[src/rtl/material_system.sv]
// rtl/material_system.sv - Station-level material handler: temperature check, drop and pickup sequencing
//
// Purpose:
//   Watches the station-detect trigger. Station and pickup events alternate.
//   On a station event it samples the XADC temperature word and flags whether
//   it is inside the accepted band. An in-band sample releases the carried
//   material. On a pickup event it lowers the servo for SERVO_HOLD cycles
//   with the electromagnet energized.
//
// Optional feature macro: TRIGGER_DEBOUNCE_EN
//   When defined, an event requires DEBOUNCE consecutive high cycles on trigger.
//
// Ports:
//   ACLK          in   system clock
//   ARESET        in   synchronous active-high reset
//   trigger       in   station/pickup detect (level)
//   digitalTemp   in   12-bit unsigned XADC temperature code
//   ready         in   XADC conversion valid
//   correct       out  last sampled temperature inside [TEMP_MIN, TEMP_MAX]
//   controlEM     out  electromagnet enable (1 = holding material)
//   controlServo  out  servo position (1 = lowered)

module material_system #(
  parameter int SCALE      = 68,
  parameter int TEMP_MIN   = 20 * SCALE,
  parameter int TEMP_MAX   = 35 * SCALE,
  parameter int SERVO_HOLD = 20,
  parameter int DEBOUNCE   = 3
) (
  input  logic        ACLK,
  input  logic        ARESET,
  input  logic        trigger,
  input  logic [11:0] digitalTemp,
  input  logic        ready,
  output logic        correct,
  output logic        controlEM,
  output logic        controlServo
);

  localparam int          CW    = (SERVO_HOLD > 1) ? $clog2(SERVO_HOLD + 1) : 1;
  localparam logic [CW-1:0] HOLD_LAST = CW'(SERVO_HOLD - 1);
  localparam logic [11:0] T_MIN = 12'(TEMP_MIN);
  localparam logic [11:0] T_MAX = 12'(TEMP_MAX);

  typedef enum logic [2:0] {
    IDLE,
    MEASURE,
    TRAVEL,
    LOWER,
    RAISE
  } state_t;

  state_t        state;
  logic          trig_q;
  logic [CW-1:0] hold_cnt;
  logic          trig_event;
  logic          in_range;

  assign in_range = (digitalTemp >= T_MIN) && (digitalTemp <= T_MAX);

  always_ff @(posedge ACLK) begin
    if (ARESET) trig_q <= 1'b0;
    else        trig_q <= trigger;
  end

`ifdef TRIGGER_DEBOUNCE_EN
  localparam logic [7:0] DB_LAST = 8'(DEBOUNCE - 1);
  logic [7:0] db_cnt;

  // Counts consecutive high cycles and parks one past the firing count, so a
  // held trigger fires once and only a low level re-arms it.
  always_ff @(posedge ACLK) begin
    if (ARESET || !trigger) db_cnt <= 8'd0;
    else if (db_cnt <= DB_LAST) db_cnt <= db_cnt + 8'd1;
  end

  assign trig_event = trigger && (db_cnt == DB_LAST);
`else
  assign trig_event = trigger & ~trig_q;
`endif

  always_ff @(posedge ACLK) begin
    if (ARESET) begin
      state        <= IDLE;
      correct      <= 1'b0;
      controlEM    <= 1'b0;
      controlServo <= 1'b0;
      hold_cnt     <= '0;
    end else begin
      case (state)
        IDLE: begin
          if (trig_event) state <= MEASURE;
        end
        MEASURE: begin
          // The sample is whatever digitalTemp shows on the first ready edge.
          if (ready) begin
            correct <= in_range;
            if (in_range) controlEM <= 1'b0;
            state <= TRAVEL;
          end
        end
        TRAVEL: begin
          if (trig_event) begin
            hold_cnt <= '0;
            state    <= LOWER;
          end
        end
        LOWER: begin
          controlServo <= 1'b1;
          controlEM    <= 1'b1;
          hold_cnt     <= hold_cnt + 1'b1;
          if (hold_cnt == HOLD_LAST) state <= RAISE;
        end
        RAISE: begin
          controlServo <= 1'b0;
          hold_cnt     <= '0;
          state        <= IDLE;
        end
        default: state <= IDLE;
      endcase
    end
  end

endmodule

[config.mk]
export PLATFORM = sky130hd
export DESIGN_NAME = material_system
export DESIGN_NICKNAME = d
export VERILOG_FILES = /design/src/rtl/material_system.sv
export SDC_FILE = /design/constraint.sdc
export NUM_CORES = 1
export LEC_CHECK = 0
export CORE_AREA = 2 2 50 52
export CTS_CLUSTER_SIZE = 8
export DETAILED_ROUTE_END_ITERATION = 8
export DIE_AREA = 0 0 52 54
export GPL_ROUTABILITY_DRIVEN = 1
export HOLD_SLACK_MARGIN = 0.06
export PLACE_DENSITY = 0.56
export SETUP_SLACK_MARGIN = 0.5
export SYNTH_ARGS = -nofsm -noshare
export SYNTH_HDL_FRONTEND = slang
export SYNTH_SLANG_ARGS = --single-unit
[constraint.sdc]
create_clock -name ACLK -period 1.6 [get_ports ACLK]
set_clock_uncertainty 0.05 [all_clocks]
set_input_delay 0.48 -clock ACLK [delete_from_list [all_inputs] [get_ports ACLK]]
set_output_delay 0.48 -clock ACLK [all_outputs]
set_load 0.03 [all_outputs]
# --- Yosys cells after proc, flatten, opt, wreduce, memory -nomap -nowiden ---
# Index checks and enable logic that the tools add are counted.
totals:
  regBits: 12
  input_bits: 16
  out_inout_bits: 3
  word_cells: 41
classes:
  n_addsub: 1
  magnitude_cmp: 2
  n_eq_ne: 10
  muxes: 11
  bitwise_logic: 2
  n_reduce_logical: 9
ops:
  columns: ["cell", "n"]
  rows:
  - ["$pmux 5 s3", 1]
  - ["$ge 12x11->1 const B", 1]
  - ["$le 12x12->1 const B", 1]
  - ["$mux 3", 4]
  - ["$pmux 3 s4", 1]
  - ["$ne 2x2->1 const B", 5]
  - ["$eq 3x2->1 const B", 2]
  - ["$add 5x1->5 const B", 1]
  - ["$eq 5x5->1 const B", 1]
  - ["$mux 5", 1]
  - ["$pmux 1 s2", 2]
  - ["$reduce_and 2->1", 2]
  - ["$reduce_and 4->1", 1]
  - ["$reduce_bool 2->1", 2]
  - ["$eq 3x1->1 const B", 1]
  - ["$eq 3x3->1 const B", 1]
  - ["$logic_not 3->1", 1]
  - ["$reduce_and 3->1", 1]
  - ["$reduce_bool 3->1", 1]
  - ["$mux 1", 2]
  - ["$and 1x1->1", 1]
  - ["$logic_and 1x1->1", 1]
  - ["$not 1->1", 1]

# --- Logic depth before layout (Yosys ltp) ---
depth:
  depth_word: 5
  ltp_mapped: 5
  ltp_nobuf: 5

# --- Worst setup path before layout ---
# No wires, ideal clock.
synth_path:
  path_kind: "input to register"
  start: "input digitalTemp[7]"
  end: "register controlEM"
  setup_ns: 0.120
  arrival_time_ns: 1.134
  required_time_ns: 1.430
  slack_ns: 0.296
  path_stages: 4
  n_path_buf: 0
  path_cell_list: "a211oi_1 o211a_1 o32ai_1 or2_1"
synth_between:
  elab_chain_cells: 4
  elab_cells_between_ends: 5
  cone_classes: "order compare (2); eq/ne (1); reduce/logical (2)"
synth_lines:
  columns: ["item", "line", "rtl"]
  rows:
  - ["start: declaration", "33", "input logic [11:0] digitalTemp,"]
  - ["$ge 12x11->1 / $le 12x12->1 (equally long branches)", "59", "assign in_range = (digitalTemp >= T_MIN) && (digitalTemp <= T_MAX);"]
  - ["$logic_and 1x1->1 (*)", "59", null]
  - ["$ne 2x2->1 (no source line) (*)", null, null]
  - ["$reduce_and 3->1 (no source line) (*)", null, null]
  - ["end signal: assignment", "86", "controlEM <= 1'b0;"]
  - ["end signal: assignment", "98", "if (in_range) controlEM <= 1'b0;"]
  - ["end signal: assignment", "110", "controlEM <= 1'b1;"]
  - ["end: declaration", "36", "output logic controlEM,"]
# Every way passes the cells marked *; elsewhere a longest branch is shown, timed or not.
# A chain may end at the register's enable or synchronous reset.

# --- Worst setup path in the final report ---
layout_path:
  start: "register controlServo"
  end: "output controlServo"
layout_lines:
  columns: ["item", "line", "rtl"]
  rows:
  - ["start: declaration", "37", "output logic controlServo"]
  - ["start signal: assignment", "87", "controlServo <= 1'b0;"]
  - ["start signal: assignment", "109", "controlServo <= 1'b1;"]
  - ["start signal: assignment", "115", "controlServo <= 1'b0;"]
# No word-level cell between the ends.

==> out/metrics.cfg <==
[status]
outcome=complete, no violations

[synth]
synth.ff_latch_count=12
netlist_top_cells_area=dfxtp_1 38%, nor2_1 5.3%, a211oi_2 3.9%
synth.yosys.seq_area_share_pct=37.8
synth_area_per_cell_sq_um=8.71
yosys_warnings=0
syn_nets=90
synthDominantAreaCellType=dfxtp_1
syn-instance-count=73
synth-edff-count=0
synthMostInstantiatedCell=dfxtp_1
ys.flop_type=dfxtp_1
synth_top_area_share_pct=37.8
synth_top_cells_by_count=12 x dfxtp_1, 9 x nor2_1, 6 x nand2_1
async_reset_ff_share_pct=0
synth_cell_types=33
synth_area_sq_um=636

[floorplanning]
io-pin-count=19
fp.coreArea_sq_mm=0.00232
effective_utilization_at_floorplan_pct=27.4
die_w_um=52
die_area_sq_mm=0.00281
row_count=18
chipHeight_um=54

[hold_path]
timing.hold.worst.class=reg -> reg
worstHoldStart=controlServo

[setup_path]
worst_path_dominant_cell_family=flip-flops
worstReg2RegStart=hold_cnt[1]
critPathCaptureType=primary output
crit_path_cell_trace=buf_6
worstSetupStartpointType=flop
crit_path_max_incr_delay_ns=0.34
timing.critical_path.slowest_stage_cell=dfxtp_2
timing.critical_path.fanout_max=3
timing.critical_path.from=controlServo
critPathKind=reg -> out
worst-path-buf-inv=1
cp_data_required_time_ns=1.07
worst-endpoint-arrival_ns=0.74

[clock_tree]
clock_insertion_delay_worst_skew_ns=0.27
cts-buffers-inserted=3
clock_tree.root_cell=clkbuf_4
cts_hold_buf=0
tritoncts=built
cts_sinks=12
cts_clk_pin_slew_worst_paths_ns=0.08
clock_tree.buffer_depth=2
h-tree-depth=1

[final_layout]
num-nets-final=125
layout-area-overhead-vs-synth_pct=69.5
post_route_cells_drive_above_1_share_pct=52.8
finalInstanceArea_sq_mm=0.00108
layout.cells.non_filler=136
antenna-diode-count=0

[global_route]
grt_util_all_layers_pct=14.8
antenna_found_initial=0
grt_start_max_net_pins=9
global_route.overflow_total=0
grt_first_pass_wirelength_mm=3.03
first_global_vias=759

[sta]
finalHoldWorstSlack_ns=0.417
final_cycle_share_pct=79.7
maxSlewHeadroom_pct=83.6
timing.final.crit_period_ns=1.27
report.final.setup_viol=0
final_slew_violations=0
finalHoldViolations=0
maxClockFrequency_ghz=0.784
tightestPinTransition_ns=0.246
grt_setup_unrepaired=true
setup_slack_ns=0.325

[placed_design]
post_dp_cell_area_sq_um=916
routabilityCongestion=0.699
dp_worst_setup_slack_ns=-0.249
place_hpwl_mm=1.17
total_instance_count_after_detailed_placement=124
port_buffers=18

[power]
fin_total_pwr_w=0.000630
p_int_w=0.000464
irDropWorstVdd_uv=412
combinationalPowerShare_pct=19.8
power_per_cell_area_mw_per_mm2=584
net-switching-power_w=0.000166
power.share.switching_pct=26.3
p_leak_nw=0.423
power.sequential.fraction_pct=50.5
clock_power_share_pct=29.7

[drt]
routed_via_density=5.10
wl_mm=1.83
vias=693
route.antenna.remaining_nets=0
drt_first_pass_iters=4
drt_iter0_markers=11
drcViolationCount=0
routed_wire_length_per_instance_um=13.4

[flow_run]
maxCapViolCount=0

## layer usage
metal  part of all wire (%)  GRT usage [%]
met5                      0              0
met4                   0.93           7.89
met3                    5.0           2.50
met2                     51           28.7
met1                     43           15.1
## cell type report
cell class                 count  area [sq um]
clock buffer                   3          22.5
fill                         229          1240
multi-input combinational     59           488
sequential                    12           255
tap                           30          37.5
timing repair buffer          32           274
## metrics by stage
| stage | utilization, % | TNS, ns |
|---|---|---|
| floorplan | - | 0 |
| global placement | 39.5 | -0.575 |
| detailed placement | 39.5 | -0.675 |
| CTS | 45.2 | 0 |
| global route | 46.4 | 0 |
| finish | 46.4 | 0 |
## timing repair
action / in CTS / in global routing
resized for setup: 81 / 3
endpoints found under the setup margin: 13 / 13
buffers inserted: 7 / 2
pin swaps: 23 / 3
## power by group through the flow
| stage | sequential (W) | combinational [W] | clock (W) |
|---|---|---|---|
| CTS | 0.000317 | 0.000121 | 0.000197 |
| finish | 0.000318 | 0.000125 | 0.000187 |
| global route | 0.000319 | 0.000135 | 0.000212 |
| global placement | 0.000325 | 0.000113 | 0 |
| detailed placement | 0.000325 | 0.000112 | 0 |
| floorplan | 0.000328 | 0.0000439 | 0 |
## layout by cell type, fill, tap and decap left out, drive strengths merged, types with 2 or more instances in the layout
master          n
or2             2
mux2i           2
nor2            9
o21ai           5
buf            23
nand2           7
nand3b          2
dfxtp          12
a311oi          2
clkdlybuf4s15   3
nand3           2
dlygate4sd2     6
clkbuf          3
a21oi           4
nand2b          2
a211oi          4
nor3            2
nor2b           3
## path summary, 6_finish.rpt
kind                                      to  slack (ns)  depth (start not counted)
worst max-delay path            controlServo        0.33                          1
worst min-delay path            controlServo        0.42                          2
worst max register to register      state[0]        0.37                          5
worst min register to register  controlServo        0.42                          2
## state kept, by name (all words and copies together), names as in the netlist
| register | count |
|---|---|
| trig_q | 1 |
| controlServo | 1 |
| hold_cnt | 5 |
| controlEM | 1 |
| correct | 1 |
| state | 3 |
## cells by family (layout without fill, tap and decap cells)
kind of cell,Yosys count,after routing,share of synthesized area (%)
buf+inv,2,35,1.38
flops,12,12,37.8
fa+ha+maj,1,1,1.97
simple gates,34,34,30.5
compound gates,22,22,25.2
mux,2,2,3.15
Power figures use the tool's default switching activity.
